--- src/rtl/d_cache_pkg.sv ---
// ----------------------------------------------------------------------------
// d_cache_pkg
// Shared widths, counts and types for the data-cache refill path.
//   TAG_W / LINE_W / WORD_W : split of the 32-bit word address {tag,line,word}
//   NUM_LINES / WORDS_PER_LINE : direct-mapped geometry (4 lines x 4 words)
//   refill_state_e : refill controller states
//   miss_addr_t    : captured address of the missing access
// Optional feature (selected in d_cache_refill_ctrl): DCACHE_CRIT_WORD_FIRST_EN
// ----------------------------------------------------------------------------
package d_cache_pkg;

    localparam int TAG_W          = 28;
    localparam int LINE_W         = 2;
    localparam int WORD_W         = 2;
    localparam int NUM_LINES      = 4;
    localparam int WORDS_PER_LINE = 4;
    localparam int DATA_W         = 32;
    localparam int ADDR_W         = TAG_W + LINE_W + WORD_W;
    localparam int BEAT_W         = 2;

    typedef enum logic [1:0] {
        IDLE   = 2'd0,
        FETCH  = 2'd1,
        UPDATE = 2'd2
    } refill_state_e;

    typedef struct packed {
        logic [TAG_W-1:0]  tag;
        logic [LINE_W-1:0] line;
        logic [WORD_W-1:0] word;
    } miss_addr_t;

    localparam logic [BEAT_W-1:0] LAST_BEAT = BEAT_W'(WORDS_PER_LINE - 1);

endpackage

--- src/rtl/d_cache_tag_store.sv ---
// ----------------------------------------------------------------------------
// d_cache_tag_store
// Tag and valid register arrays, one generate slice per cache line.
// Ports:
//   clk, rst                 : clock, synchronous active-high reset
//   tag_we, tag_line, tag_wdata : write tag_wdata into tag_array_o[tag_line]
//   set_valid                : set valid_array_o[tag_line]
//   clr_line_en, clr_line    : clear valid_array_o[clr_line]
//   clr_all                  : clear every valid bit (tags untouched)
//   tag_array_o, valid_array_o : storage, read by the lookup stage
// Clear has priority over set on the same line; clear-all over everything.
// ----------------------------------------------------------------------------
module d_cache_tag_store
    import d_cache_pkg::*;
(
    input  logic                              clk,
    input  logic                              rst,
    input  logic                              tag_we,
    input  logic [LINE_W-1:0]                 tag_line,
    input  logic [TAG_W-1:0]                  tag_wdata,
    input  logic                              set_valid,
    input  logic                              clr_line_en,
    input  logic [LINE_W-1:0]                 clr_line,
    input  logic                              clr_all,
    output logic [NUM_LINES-1:0][TAG_W-1:0]   tag_array_o,
    output logic [NUM_LINES-1:0]              valid_array_o
);

    for (genvar g = 0; g < NUM_LINES; g++) begin : g_line
        logic sel_wr;
        logic sel_clr;

        assign sel_wr  = (tag_line == LINE_W'(g));
        assign sel_clr = clr_line_en && (clr_line == LINE_W'(g));

        always_ff @(posedge clk) begin
            if (rst) begin
                tag_array_o[g] <= '0;
            end else if (tag_we && sel_wr) begin
                tag_array_o[g] <= tag_wdata;
            end
        end

        always_ff @(posedge clk) begin
            if (rst) begin
                valid_array_o[g] <= 1'b0;
            end else if (clr_all || sel_clr) begin
                valid_array_o[g] <= 1'b0;
            end else if (set_valid && sel_wr) begin
                valid_array_o[g] <= 1'b1;
            end
        end
    end

endmodule

--- src/rtl/d_cache_refill_ctrl.sv ---
// ----------------------------------------------------------------------------
// d_cache_refill_ctrl
// Refills one 4-word line on a lookup miss, writes it into the data array,
// forwards the requested word to the core and commits tag/valid at the end.
// Ports:
//   clk, rst                         : clock, synchronous active-high reset
//   miss_i, tagid_i/lineid_i/wordid_i : miss request and its address
//   flush_i                          : invalidate all lines (IDLE only)
//   mem_req_o, mem_addr_o            : memory read request / word address
//   mem_ack_i, mem_rdata_i           : beat accepted / beat data
//   tag_array_o, valid_array_o       : tag store contents
//   line_we_o, line_wr_*_o           : data-array write port (one cycle after ack)
//   crit_valid_o, crit_data_o        : requested word, alongside its write
//   busy_o, refill_done_o            : refill in progress / completion pulse
// Build option: DCACHE_CRIT_WORD_FIRST_EN fetches the requested word first
// and wraps; otherwise words are fetched 0,1,2,3.
// ----------------------------------------------------------------------------
module d_cache_refill_ctrl
    import d_cache_pkg::*;
(
    input  logic                              clk,
    input  logic                              rst,
    input  logic                              miss_i,
    input  logic [TAG_W-1:0]                  tagid_i,
    input  logic [LINE_W-1:0]                 lineid_i,
    input  logic [WORD_W-1:0]                 wordid_i,
    input  logic                              flush_i,
    output logic                              mem_req_o,
    output logic [ADDR_W-1:0]                 mem_addr_o,
    input  logic                              mem_ack_i,
    input  logic [DATA_W-1:0]                 mem_rdata_i,
    output logic [NUM_LINES-1:0][TAG_W-1:0]   tag_array_o,
    output logic [NUM_LINES-1:0]              valid_array_o,
    output logic                              line_we_o,
    output logic [LINE_W-1:0]                 line_wr_line_o,
    output logic [WORD_W-1:0]                 line_wr_word_o,
    output logic [DATA_W-1:0]                 line_wr_data_o,
    output logic                              crit_valid_o,
    output logic [DATA_W-1:0]                 crit_data_o,
    output logic                              busy_o,
    output logic                              refill_done_o
);

    refill_state_e     state_q, state_d;

    miss_addr_t        miss_q;
    logic [WORD_W-1:0] word_ptr_q;
    logic [BEAT_W-1:0] beat_q;
    logic              wr_vld_q;
    logic [WORD_W-1:0] wr_word_q;
    logic [DATA_W-1:0] wr_data_q;

    logic              capture;
    logic              beat_ack;
    logic              tag_commit;
    logic              flush_all;
    logic [WORD_W-1:0] start_word;

`ifdef DCACHE_CRIT_WORD_FIRST_EN
    assign start_word = wordid_i;
`else
    assign start_word = '0;
`endif

    // ---------------- FSM ----------------
    always_ff @(posedge clk) begin
        if (rst) state_q <= IDLE;
        else     state_q <= state_d;
    end

    always_comb begin
        state_d       = state_q;
        busy_o        = 1'b0;
        mem_req_o     = 1'b0;
        refill_done_o = 1'b0;
        capture       = 1'b0;
        beat_ack      = 1'b0;
        tag_commit    = 1'b0;
        flush_all     = 1'b0;
        case (state_q)
            IDLE: begin
                // flush has priority; a coincident miss is dropped
                if (flush_i) begin
                    flush_all = 1'b1;
                end else if (miss_i) begin
                    capture = 1'b1;
                    state_d = FETCH;
                end
            end
            FETCH: begin
                busy_o    = 1'b1;
                mem_req_o = 1'b1;
                if (mem_ack_i) begin
                    beat_ack = 1'b1;
                    if (beat_q == LAST_BEAT) state_d = UPDATE;
                end
            end
            UPDATE: begin
                busy_o        = 1'b1;
                refill_done_o = 1'b1;
                tag_commit    = 1'b1;
                state_d       = IDLE;
            end
            default: state_d = IDLE;
        endcase
    end

    // ---------------- datapath ----------------
    always_ff @(posedge clk) begin
        if (rst) begin
            miss_q     <= '0;
            word_ptr_q <= '0;
            beat_q     <= '0;
            wr_vld_q   <= 1'b0;
            wr_word_q  <= '0;
            wr_data_q  <= '0;
        end else begin
            if (capture) begin
                miss_q     <= '{tag: tagid_i, line: lineid_i, word: wordid_i};
                word_ptr_q <= start_word;
                beat_q     <= '0;
            end
            // beat data is registered and written to the data array next cycle
            wr_vld_q <= beat_ack;
            if (beat_ack) begin
                wr_word_q  <= word_ptr_q;
                wr_data_q  <= mem_rdata_i;
                word_ptr_q <= word_ptr_q + 1'b1;
                beat_q     <= beat_q + 1'b1;
            end
        end
    end

    assign mem_addr_o     = {miss_q.tag, miss_q.line, word_ptr_q};
    assign line_we_o      = wr_vld_q;
    assign line_wr_line_o = miss_q.line;
    assign line_wr_word_o = wr_word_q;
    assign line_wr_data_o = wr_data_q;
    assign crit_valid_o   = wr_vld_q && (wr_word_q == miss_q.word);
    assign crit_data_o    = crit_valid_o ? wr_data_q : '0;

    // ---------------- tag / valid store ----------------
    // valid[line] drops on the capture edge so the lookup cannot hit a
    // half-refilled line; it is set again together with the tag in UPDATE.
    d_cache_tag_store u_tag_store (
        .clk           (clk),
        .rst           (rst),
        .tag_we        (tag_commit),
        .tag_line      (miss_q.line),
        .tag_wdata     (miss_q.tag),
        .set_valid     (tag_commit),
        .clr_line_en   (capture),
        .clr_line      (lineid_i),
        .clr_all       (flush_all),
        .tag_array_o   (tag_array_o),
        .valid_array_o (valid_array_o)
    );

endmodule

--- config.mk ---
export PLATFORM = sky130hd
export DESIGN_NAME = d_cache_refill_ctrl
export DESIGN_NICKNAME = d
export VERILOG_FILES = /design/src/rtl/d_cache_pkg.sv /design/src/rtl/d_cache_tag_store.sv /design/src/rtl/d_cache_refill_ctrl.sv
export SDC_FILE = /design/constraint.sdc
export NUM_CORES = 1
export LEC_CHECK = 0
export CORE_MARGIN = 5
export CORE_UTILIZATION = 43
export DETAILED_ROUTE_END_ITERATION = 6
export GPL_TIMING_DRIVEN = 1
export PLACE_DENSITY = 0.8
export SETUP_SLACK_MARGIN = 0.05
export SLEW_MARGIN = 20
export SYNTH_ARGS = -nofsm -noshare
export SYNTH_HDL_FRONTEND = slang
export SYNTH_SLANG_ARGS = --single-unit
--- constraint.sdc ---
create_clock -name clk -period 1.9 [get_ports clk]
set_clock_uncertainty 0.2 [all_clocks]
set_input_delay 0.19 -clock clk [delete_from_list [all_inputs] [get_ports clk]]
set_output_delay 0.19 -clock clk [all_outputs]
set_load 0.01 [all_outputs]
# Word level (Yosys, flattened, before mapping)

Index checks and enable logic that the tools add are counted.
W data, S select, Z words.

Flip-flop bits (word level): 189
Output and inout bits: 221
Word-level logic and storage cells: 75
Input bits: 69

Reductions and logical operators: 23
Add/subtract/negate cells: 2
Equality and inequality tests: 14
Mux-type cells: 19

Operators with widths:

| cell                  | number |
|---|---|
| $mux W32              | 1 |
| $mux W2               | 7 |
| $eq A2 B2 Y1 const B  | 6 |
| $mux W1               | 10 |
| $reduce_or A2 Y1      | 5 |
| $logic_and A1 B1 Y1   | 9 |
| $ne A2 B2 Y1 const B  | 4 |
| $eq A2 B1 Y1 const B  | 3 |
| $logic_not A2 Y1      | 3 |
| $add A2 B1 Y2 const B | 2 |
| $logic_or A1 B1 Y1    | 4 |
| $pmux W2 S2           | 1 |
| $reduce_and A4 Y1     | 1 |
| $eq A2 B2 Y1          | 1 |
| $reduce_bool A2 Y1    | 1 |

# Logic depth before layout (Yosys ltp)

Gate-level depths: netlist (run 1).

Word-level depth: 6
Mapped depth: 8

# Modules after synthesis

A second synthesis (run 1) with hierarchy kept.

Cells, all modules: 811
Area total of the unflattened synthesis: 7,719.9 sq um

By module, submodules not included:

| module              | cells each | instances | area each (sq um) |
|---|---|---|---|
| d_cache_tag_store   | 412        | 1         | 4,598.2 |
| d_cache_refill_ctrl | 399        | 1         | 3,121.7 |

# Worst setup path before layout (run 1)

OpenSTA, ideal clock, no wires.

Path type: register to register
Start: reg state_q[0]
End: reg u_tag_store.tag_array_o[10] (netlist name)
Data arrival time: 1.510 ns
Clock period less this slack: 1.842 ns
Stages on the path, launching flop included: 9
Required time: 1.568 ns
Setup slack: 0.058 ns
Path through: dfxtp_1 inv_1 ha_1 buf_4 or3b_1 buf_6 buf_6 nand2_1 a21oi_1

Cells in the longest elaborated chain, start to end: 3

RTL lines:

| what                           | RTL line                  | text |
|---|---|---|
| start: declaration             | d_cache_refill_ctrl.sv:44 | `refill_state_e state_q, state_d;` |
| start signal: assignment       | d_cache_refill_ctrl.sv:68 | `else state_q <= state_d;` |
| $eq A2 B2 Y1                   | -                         |  |
| $mux W1                        | -                         |  |
| named net refill_done_o        | d_cache_refill_ctrl.sv:41 | `output logic refill_done_o` |
| $logic_and A1 B1 Y1            | d_cache_tag_store.sv:39   | `end else if (tag_we && sel_wr) begin` |
| end signal: indexed assignment | d_cache_tag_store.sv:40   | `tag_array_o[g] <= tag_wdata;` |
| end: declaration               | d_cache_tag_store.sv:25   | `output logic [NUM_LINES-1:0][TAG_W-1:0] tag_array_o,` |

The timed path passes the listed nets, and every way through them passes these cells.
A chain may end at the register's enable or synchronous reset.

# Final worst setup path (run 1)

Start: reg miss_q[0] (netlist name)
End: out crit_data_o[23]

Cells in the longest elaborated chain, start to end: 3

RTL lines:

| what                     | RTL line                   | text |
|---|---|---|
| start: declaration       | d_cache_refill_ctrl.sv:46  | `miss_addr_t miss_q;` |
| start signal: assignment | d_cache_refill_ctrl.sv:119 | `miss_q <= '{tag: tagid_i, line: lineid_i, word: wordid_i};` |
| $eq A2 B2 Y1             | d_cache_refill_ctrl.sv:139 | `assign crit_valid_o = wr_vld_q && (wr_word_q == miss_q.word);` |
| $logic_and A1 B1 Y1      | d_cache_refill_ctrl.sv:139 |  |
| $mux W32                 | d_cache_refill_ctrl.sv:140 | `assign crit_data_o = crit_valid_o ? wr_data_q : '0;` |
| end: declaration         | d_cache_refill_ctrl.sv:39  | `output logic [DATA_W-1:0] crit_data_o,` |

No other way between the ends.

==> results of run 1 <==
==> placed cells by master, fill, tap and decap left out, drive strengths merged, types with 7 or more instances in the layout <==
master,Yosys,final
nand2,359,359
clkdlybuf4s50,0,242
dfxtp,189,189
a21oi,184,184
buf,73,79
and2,33,33
clkbuf,23,20
inv,4,9
nand2b,7,7
dlymetal6s2s,0,7
==> metrics by stage <==
stage	instance area, um2	cells	total power [mW]	utilization, %
floorplan	7180	907	5.20	-
global placement	10200	1358	5.98	61.9
detailed placement	10200	1358	6.00	61.9
CTS	10700	1396	9.45	64.9
global route	11000	1399	9.87	66.9
finish	11000	1399	9.47	66.9
==> flip-flops by register name (all words and copies together) (netlist names) <==
| signal | flops |
|---|---|
| word_ptr_q | 2 |
| beat_q | 2 |
| state_q | 2 |
| u_tag_store.tag_array_o | 112 |
| line_wr_data_o | 32 |
| line_wr_line_o | 2 |
| line_wr_word_o | 2 |
| miss_q | 2 |
| mem_addr_o | 28 |
| u_tag_store.valid_array_o | 4 |
| line_we_o | 1 |
==> metal layers <==
metal	share of wire (%)	vias to the layer above
met1	41	3225
met3	6.6	49
met4	3.0	0
met5	0	-
li1	-	3389
met2	50	248
==> path summary, 6_finish.rpt <==
path	startpoint	to	slack, ns	depth (start not counted)
setup reg to reg	state_q[0]	mem_addr_o[12]	0.19	6
hold reg to reg	u_tag_store.tag_array_o[83]	u_tag_store.tag_array_o[83]	0.25	2
setup / recovery	miss_q[0]	crit_data_o[23]	-0.12	5
hold / removal	tagid_i[2]	mem_addr_o[6]	0.10	3
==> power groups by stage <==
stage / Clock [mW] / Combinational, mW / Sequential [mW]
2_1_floorplan: 0 / 0.798 / 4.40
3_3_place_gp: 0 / 1.56 / 4.42
3_5_place_dp: 0 / 1.58 / 4.42
4_1_cts: 3.50 / 1.61 / 4.34
5_1_grt: 3.68 / 1.81 / 4.38
6_report: 3.44 / 1.67 / 4.36
==> final cells by class <==
class	instances	area, um2
inverters	4	15.0
clock buffers	17	425
multi-input cells	618	2920
fillers	1356	5450
repair buffers	336	3420
clock inverters	15	140
flip-flops and latches	189	3820
well taps	220	275
==> cell usage after synthesis, types with 2 or more instances <==
cell	number	area, um2
nor2_1	3	11.3
inv_1	4	15.0
buf_2	22	110
a21oi_1	184	921
buf_1	6	22.5
dfxtp_1	189	3780
o21ai_0	3	15.0
and2_1	33	206
and3_1	2	12.5
buf_6	4	45.0
nand2b_1	7	43.8
mux2i_1	2	20.0
xnor2_1	2	17.5
ha_1	6	75.1
clkbuf_1	23	86.3
nand2_1	359	1350
buf_4	41	308
nand3_1	3	15.0
and3b_1	3	26.3
nand3b_2	2	22.5
==> worst register-to-register path: stages, from the launching register on <==
cell     delay, ns
dfxtp_4       0.36
inv_2         0.10
ha_1          0.21
and3b_1       0.29
buf_4         0.23
nand2_1       0.08
a21oi_1       0.16
==> cells by family (layout without fill, tap and decap cells) <==
kind of cell	after synthesis	in the layout	synth area share [%]
flip-flops	189	189	52.7
adder cells (fa/ha/maj)	6	6	1.04
multiplexers	2	2	0.279
AO/OA/AOI/OAI	191	191	13.5
buffers and inverters	100	372	8.17
AND/OR/NAND/NOR	417	417	24.1
XOR/XNOR	2	2	0.244
==> timing repair <==
item,in CTS,in global routing
setup endpoints to repair,80,82
setup buffers,5,2
cloned,0,3
hold buffers,1,0
pin swaps,2,10
resized for setup,168,79
hold endpoints to repair,51,0
==> results.txt, run 1 <==
The flow ran to the end, but the final reports show violations. The final reports fail on setup timing. The number of enable flip-flop cells after synthesis came out at 0. The leakage power figure came out at around 4.0 nW. The ratio of cells with drive above 1 in the final layout came out at 15.2%. The number of standard-cell rows in the floorplan is 47. The post-synthesis to final-layout area growth is 53.4%. For this run, the register share of the synthesized area comes to 52.7%. The number of CTS-inserted buffers is 17.

For the final routed database, the setup TNS stands at -3.02 ns. The global-route track usage on met3 is under 10%. The later pin in the worst-skew pair is clocked with a latency of ~0.43 ns. Per report_power, the combinational group accounts for approximately 18% of the total. The largest individual stage delay along the critical path comes from the cell dfxtp_2. The DRC violation count after routing came out at 0. The floorplan step defined a core boundary enclosing 16500 um2. The warning count from the yosys run is 0. The most used flip-flop cell after synthesis is dfxtp_1.

The number of nets with antenna violations after detailed routing came out at 0. The final layout contains around 1200 nets. The tool flagged a number of max-cap violations equal to 0. Setup repair after global routing could not meet its margin everywhere. The count of cell types in the netlist came out at 29. The combined global-route utilization of all metal layers came out at 23.3%. Net switching is between 20% and 30% of the power. The total global routing overflow is 0.

The via count came out at 6911. Port buffering added 289 buffers. The first routing iteration left approximately 390 violations. STA classifies the critical path startpoint as a flop. The initial utilization of the core area, before any placement, comes to a little over two fifths. The maximum number of pins on one net before global-route repair came out at 72. The height of the die is ~140 um. The global routing stage identified its most utilized layer as met2. The count of final setup violators came out at 32.

The number of optimization iterations in the first detailed-route pass is 5. The area of the die is between 15000 and 20000 um2. The count of endpoints failing hold in the final timing report came to 0.

The largest fanout on the critical path came out at 7. The cell chosen for the clock root is clkbuf_16. Walking the worst path, the cells encountered are xnor2_2 -> and3_4 -> clkbuf_16 -> and2_4 -> buf_6. The share of total power in sequential cells came out at between 40% and 50%. The number of top-level pins is 290. Setup slack on the critical path of the routed design comes to -0.119 ns. The half-perimeter wire length after detailed placement is between 15 and 20 mm. STA puts the critical path data required time at about 1.5 ns. The arrival time of the worst setup path came out at roughly 1.6 ns. STA classifies the critical path endpoint as a primary output. The largest vdd supply drop came out at ~0.66 mV.

The worst-margin pin slew came out at ~0.49 ns. The clock network fraction of total power is between 30% and 40%. The final hold slack came out at between 0.1 and 0.15 ns. The power density over cell area came out at about 860 nW/um2. The repair_antennas step left the layout with diodes totalling 0. The number of nets in the synthesized netlist is 982. After layout, the worst path uses 106% of the clock period. The fraction of synthesis flops using an asynchronous set or reset pin came out at 0%. The level count of the clock H-tree is 4.

The time the final worst path needs with I/O delays and setup is between 2 and 2.5 ns. The initial antenna violation count is 0. The clock-pin slew on the worst setup and hold paths came out at about 0.07 ns. The kind of cell with the highest combined delay along the critical path is simple AND/OR/NAND/NOR gates. The via count of the first global-routing pass was 6652. The setup path with the least slack is of type flop to primary output. The met2 usage in global routing came out at about 41%. The number of vias per cell is between 4 and 5. The combined area of all synthesized cells is a little over 7000 um2. The number of buffers and inverters on the critical path is 2. TritonCTS built the clock tree. The min-delay analysis places its worst path in the category primary input to flop.

The number of sinks handled by clock tree synthesis came out at 189. The max-slew violation total from the final report came out at 0. The worst setup timing slack at the placement stage came out at -0.157 ns. The instance count of the mapped netlist is slightly above 900. The die is 139 um wide. The routed length per placed instance came out at 17.1 um. The delay of the slowest cell on the worst path came out at 0.34 ns. The first-pass GRT wire length is 36.4 mm. The flop and latch count out of synthesis is approximately 190. The largest buffer count on any clock path is 2. The post-detailed-routing wire length came out at 23.9 mm. The internal cell power is 6.80 mW.

The last weighted congestion value of the routability-driven placer came out at 0.864. The fmax is just under 500 MHz. The net switching power figure is ~2.7 mW. The mean instance size in the synthesized netlist came out at between 7 and 8 um2. The max-slew headroom at the worst pin is between 60% and 70%. The routing usage on met1 is ~28%.
Note: power is estimated with default switching activity, not from simulation.
==> run 2: changes to the inputs <==
--- a/config.mk
+++ b/config.mk
@@ -5,11 +5,13 @@
 export SDC_FILE = /design/constraint.sdc
 export NUM_CORES = 1
 export LEC_CHECK = 0
+export ABC_AREA = 1
 export CORE_MARGIN = 5
-export CORE_UTILIZATION = 43
+export CORE_UTILIZATION = 39
 export DETAILED_ROUTE_END_ITERATION = 6
 export GPL_TIMING_DRIVEN = 1
-export PLACE_DENSITY = 0.8
+export PLACE_DENSITY = 0.77
+export RECOVER_POWER = 25
 export SETUP_SLACK_MARGIN = 0.05
 export SLEW_MARGIN = 20
 export SYNTH_ARGS = -nofsm -noshare
==> constraint.sdc (replaced) <==
create_clock -name clk -period 1.84 [get_ports clk]
set_clock_uncertainty 0.2 [all_clocks]
set_input_delay 0.184 -clock clk [delete_from_list [all_inputs] [get_ports clk]]
set_output_delay 0.184 -clock clk [all_outputs]
set_load 0.01 [all_outputs]
==> run 2 against run 1 <==
Non-clock buffer count decreased by 17. The run still ends with setup timing left. Hold slack better by 0.070 ns. Die area is 7.5% higher. Clock-buffer cell count is the same. Combinational power increased by 110%.
==> results.txt, run 2 <==
The worst register-to-register path ends at beat_q[0]. The final reports fail on setup timing. The first-pass GRT wire length is 33.2 mm (-8.8%). The instance count of the mapped netlist is 840 (-7.4%). The share of synthesized area occupied by flip-flops and latches is 53.7% (+1.1 points). The core region area came to 17800 um2 (+8.4%). The slack of the worst reg-to-reg path came to -0.07 ns (-0.26 ns). The number of nets with antenna violations after detailed routing is 0 (unchanged). The clock insertion delay at the later pin of the skew report came out at 0.42 ns (about the same). The number of vias per cell is 4.86 (-1.7%).

The worst register-to-register path begins at state_q[0]. The maximum number of pins on one net before global-route repair came out at 52 (-28%). The combined global-route utilization of all metal layers came out at 20.3% (-3.0 points). The net count of the mapped netlist came out at 915 (-6.8%). The final setup slack of the worst path came to -0.127 ns (-0.00837 ns). The via count is 6458 (-6.6%). The power density over cell area was 1160 nW/um2 (+34%).

The worst-margin pin slew came out at 0.416 ns (-0.0754 ns). The root buffer cell chosen for the clock tree is clkbuf_16. The largest vdd supply drop came out at 0.624 mV (-5.2%). The DRC violation count after routing is 0 (unchanged). The max-slew headroom at the worst pin came out at 72.3% (+5.0 points). The combined area of all synthesized cells came to 7040 um2 (-2.0%). The worst hold path belongs to the class primary input to flop. The routed length per placed instance is 16.2 um (-5.0%). The last weighted congestion value of the routability-driven placer came to 0.850 (-1.6%). The area growth from synthesis to layout is 49.5%.

By instance count, the leading cell after synthesis is dfxtp_1. In the post-synthesis netlist, the biggest area contributors are dfxtp_1 (54%), o21ai_0 (12%), a21oi_1 (11%). Among all flip-flop cells after synthesis, the most frequent one is dfxtp_1.

The worst setup path is launched from a flop. The largest fanout on the critical path was 8 (+1). The net count reported at finish is 1163 (-6.3%). The worst endpoint required time was 1.46 ns (-0.05 ns).

In the layout the commonest cells are clkdlybuf4s50_1 (237), dfxtp_1 (182), o21ai_0 (173), a21oi_1 (150), nor2_1 (82). The number of flip-flops in the largest register is 112 (unchanged). The number of CTS-inserted buffers came out at 17 (unchanged). The number of top-level pins is 290 (unchanged). The max-capacitance violation count came out at 0 (unchanged). The half-perimeter wire length after detailed placement is 15.2 mm (-8.7%). The horizontal die dimension came out at 144 um (+3.7%).

The level count of the clock H-tree came to 4 (unchanged). The flop and latch count out of synthesis came to 189 (unchanged). The number of buffer cells added on primary ports came out at 289 (unchanged). The largest buffer count on any clock path is 2 (unchanged). The number of buffers added to fix hold violations after cts came to 0 (-1). The max-slew violation total from the final report came out at 0 (unchanged). The leading cell type in the layout, fill and taps excluded is clkdlybuf4s50_1.

The leakage power figure came to 4.00 nW (-0.73%). The flow ran to the end, but the final reports show violations. The critical path is of the flop to primary output type. The total of fill cells in the finished design came out at 1587 (+17%).

The endpoint of the most critical setup path is crit_data_o[18]. The fmax is 508 MHz. The fraction of synthesis flops using an asynchronous set or reset pin is 0% (unchanged).

The total global routing overflow is 0 (unchanged). The share of the synthesized area in the top cell type is 53.7% (+1.1 points). The number of sinks handled by clock tree synthesis is 189 (unchanged). The count of final setup violators came out at 40 (+25%). The arrival time of the worst setup path came out at 1.58 ns (-0.05 ns). The area of the die is 20800 um2 (+7.5%).

The endpoint class of the critical path is a primary output. The synthesized design spends more area on one cell type than any other, namely dfxtp_1. The time the final worst path needs with I/O delays and setup came out at around 2.0 ns. The count of endpoints failing hold in the final timing report is 0 (unchanged). The ratio of cells with drive above 1 in the final layout is 13.1% (-2.1 points). The total inserted antenna cells came to 0 (unchanged). The number of standard-cell rows in the floorplan is 49 (+4.3%). The count of cell types in the netlist came out at 25 (-14%). The worst setup timing slack at the placement stage is -0.175 ns (-0.0183 ns). The number of enable flip-flop cells after synthesis came out at 0 (unchanged). The via count of the first global-routing pass is 6259 (-5.9%). The post-detailed-routing wire length is 21.6 mm (-9.7%). The depth of the worst register-to-register path is 7 (+1). The clock-pin slew on the worst setup and hold paths was 0.08 ns (about the same). Counting instances in the post-synthesis netlist gives the leading cell types as dfxtp_1 (189), o21ai_0 (173), a21oi_1 (150). The height of the die is 144 um (+3.7%). The mean instance size in the synthesized netlist came out at 8.38 um2 (+5.8%). The number of optimization iterations in the first detailed-route pass came out at 4 (-1). The warning count from the yosys run is 0 (unchanged).

The total chip power is 12.2 mW (+28%). Setup repair after global routing could not meet its margin everywhere. The initial antenna violation count is 0 (unchanged). Counting flops per register, the top entry is u_tag_store.tag_array_o. The critical path starts at miss_q[0]. The DRC violation total after the first TritonRoute iteration is 289 (-26%). The clock tree from TritonCTS is yes. The starting density of the core came to 39.5% (-4.2 points). The share of the clock period used by the worst path after layout is 107%.
-- run 2: power breakdown --
part | internal, mW | leakage (nW) | total [mW] | switching [mW]
clock network | 1.81 | 0.283 | 3.58 | 1.77
registers | 4.73 | 1.54 | 5.08 | 0.356
logic | 1.68 | 2.18 | 3.50 | 1.81
total | 8.22 | 4.00 | 12.2 | 3.94
-- run 2: worst min path at each step --
stage | from | cells after the start | endpoint
floorplan | rst | 1 | word_ptr_q[0]
global placement | beat_q[0] | 1 | beat_q[0]
detailed placement | miss_q[1] | 2 | miss_q[1]
CTS | mem_rdata_i[14] | 3 | line_wr_data_o[14]
global route | mem_rdata_i[13] | 3 | line_wr_data_o[13]
finish | mem_rdata_i[14] | 3 | line_wr_data_o[14]
-- run 2: logic make-up (layout without fill, tap and decap cells) --
group / Yosys count / count (layout) / share of synthesized area (%)
adder cells (fa/ha/maj): 6 / 6 / 1.07
XOR/XNOR: 1 / 1 / 0.124
AO/OA/AOI/OAI: 336 / 336 / 24.2
AND/OR/NAND/NOR: 134 / 134 / 7.60
flip-flops: 189 / 189 / 53.7
buffers and inverters: 174 / 435 / 13.2
-- run 2: layout make-up --
type                            instances  area, um2  area share [%]
Clock inverter                         15        153            1.45
Multi-Input combinational cell        477       2460            23.3
Clock buffer                           17        425            4.04
Sequential cell                       189       3800            36.1
Timing Repair Buffer                  319       3070            29.1
Tap cell                              229        287            2.72
Timing Repair inverter                  2       22.5           0.214
Inverter                               82        318            3.02
-- run 2: routing by layer --
metal / GRT usage [%] / routed length, um
met1: 25.0 / 8910
met2: 33.1 / 10400
met3: 6.85 / 1720
met4: 7.27 / 525
met5: 0 / 0
-- run 2: what timing repair did --
action,in CTS,in global routing
gates cloned,2,0
pin swaps,5,4
hold endpoints to repair,0,0
buffers inserted,5,1
resized for setup,186,37
setup endpoints to repair,45,48
-- run 2: through the flow --
step	hold WS, ns	util (%)	TNS, ns	instances	instance area [um2]
after floorplan	0.0531	-	0	840	7040
after global placement	0.249	55.6	-2.79	1290	9920
after detailed placement	0.252	55.6	-4.44	1290	9920
after CTS	0.157	59.1	-2.93	1329	10600
after global routing	0.166	59.0	-9.28	1330	10500
final	0.173	59.0	-2.33	1330	10500
-- run 2: worst max-delay path, stage by stage, from the launching register on --
cell and delay, ns:
dfxtp_2 0.35, inv_2 0.05, nand2_2 0.06, nand3_2 0.09
nor2_4 0.11, buf_12 0.14, buf_12 0.11, inv_12 0.05
nor2_2 0.07, buf_2 0.13
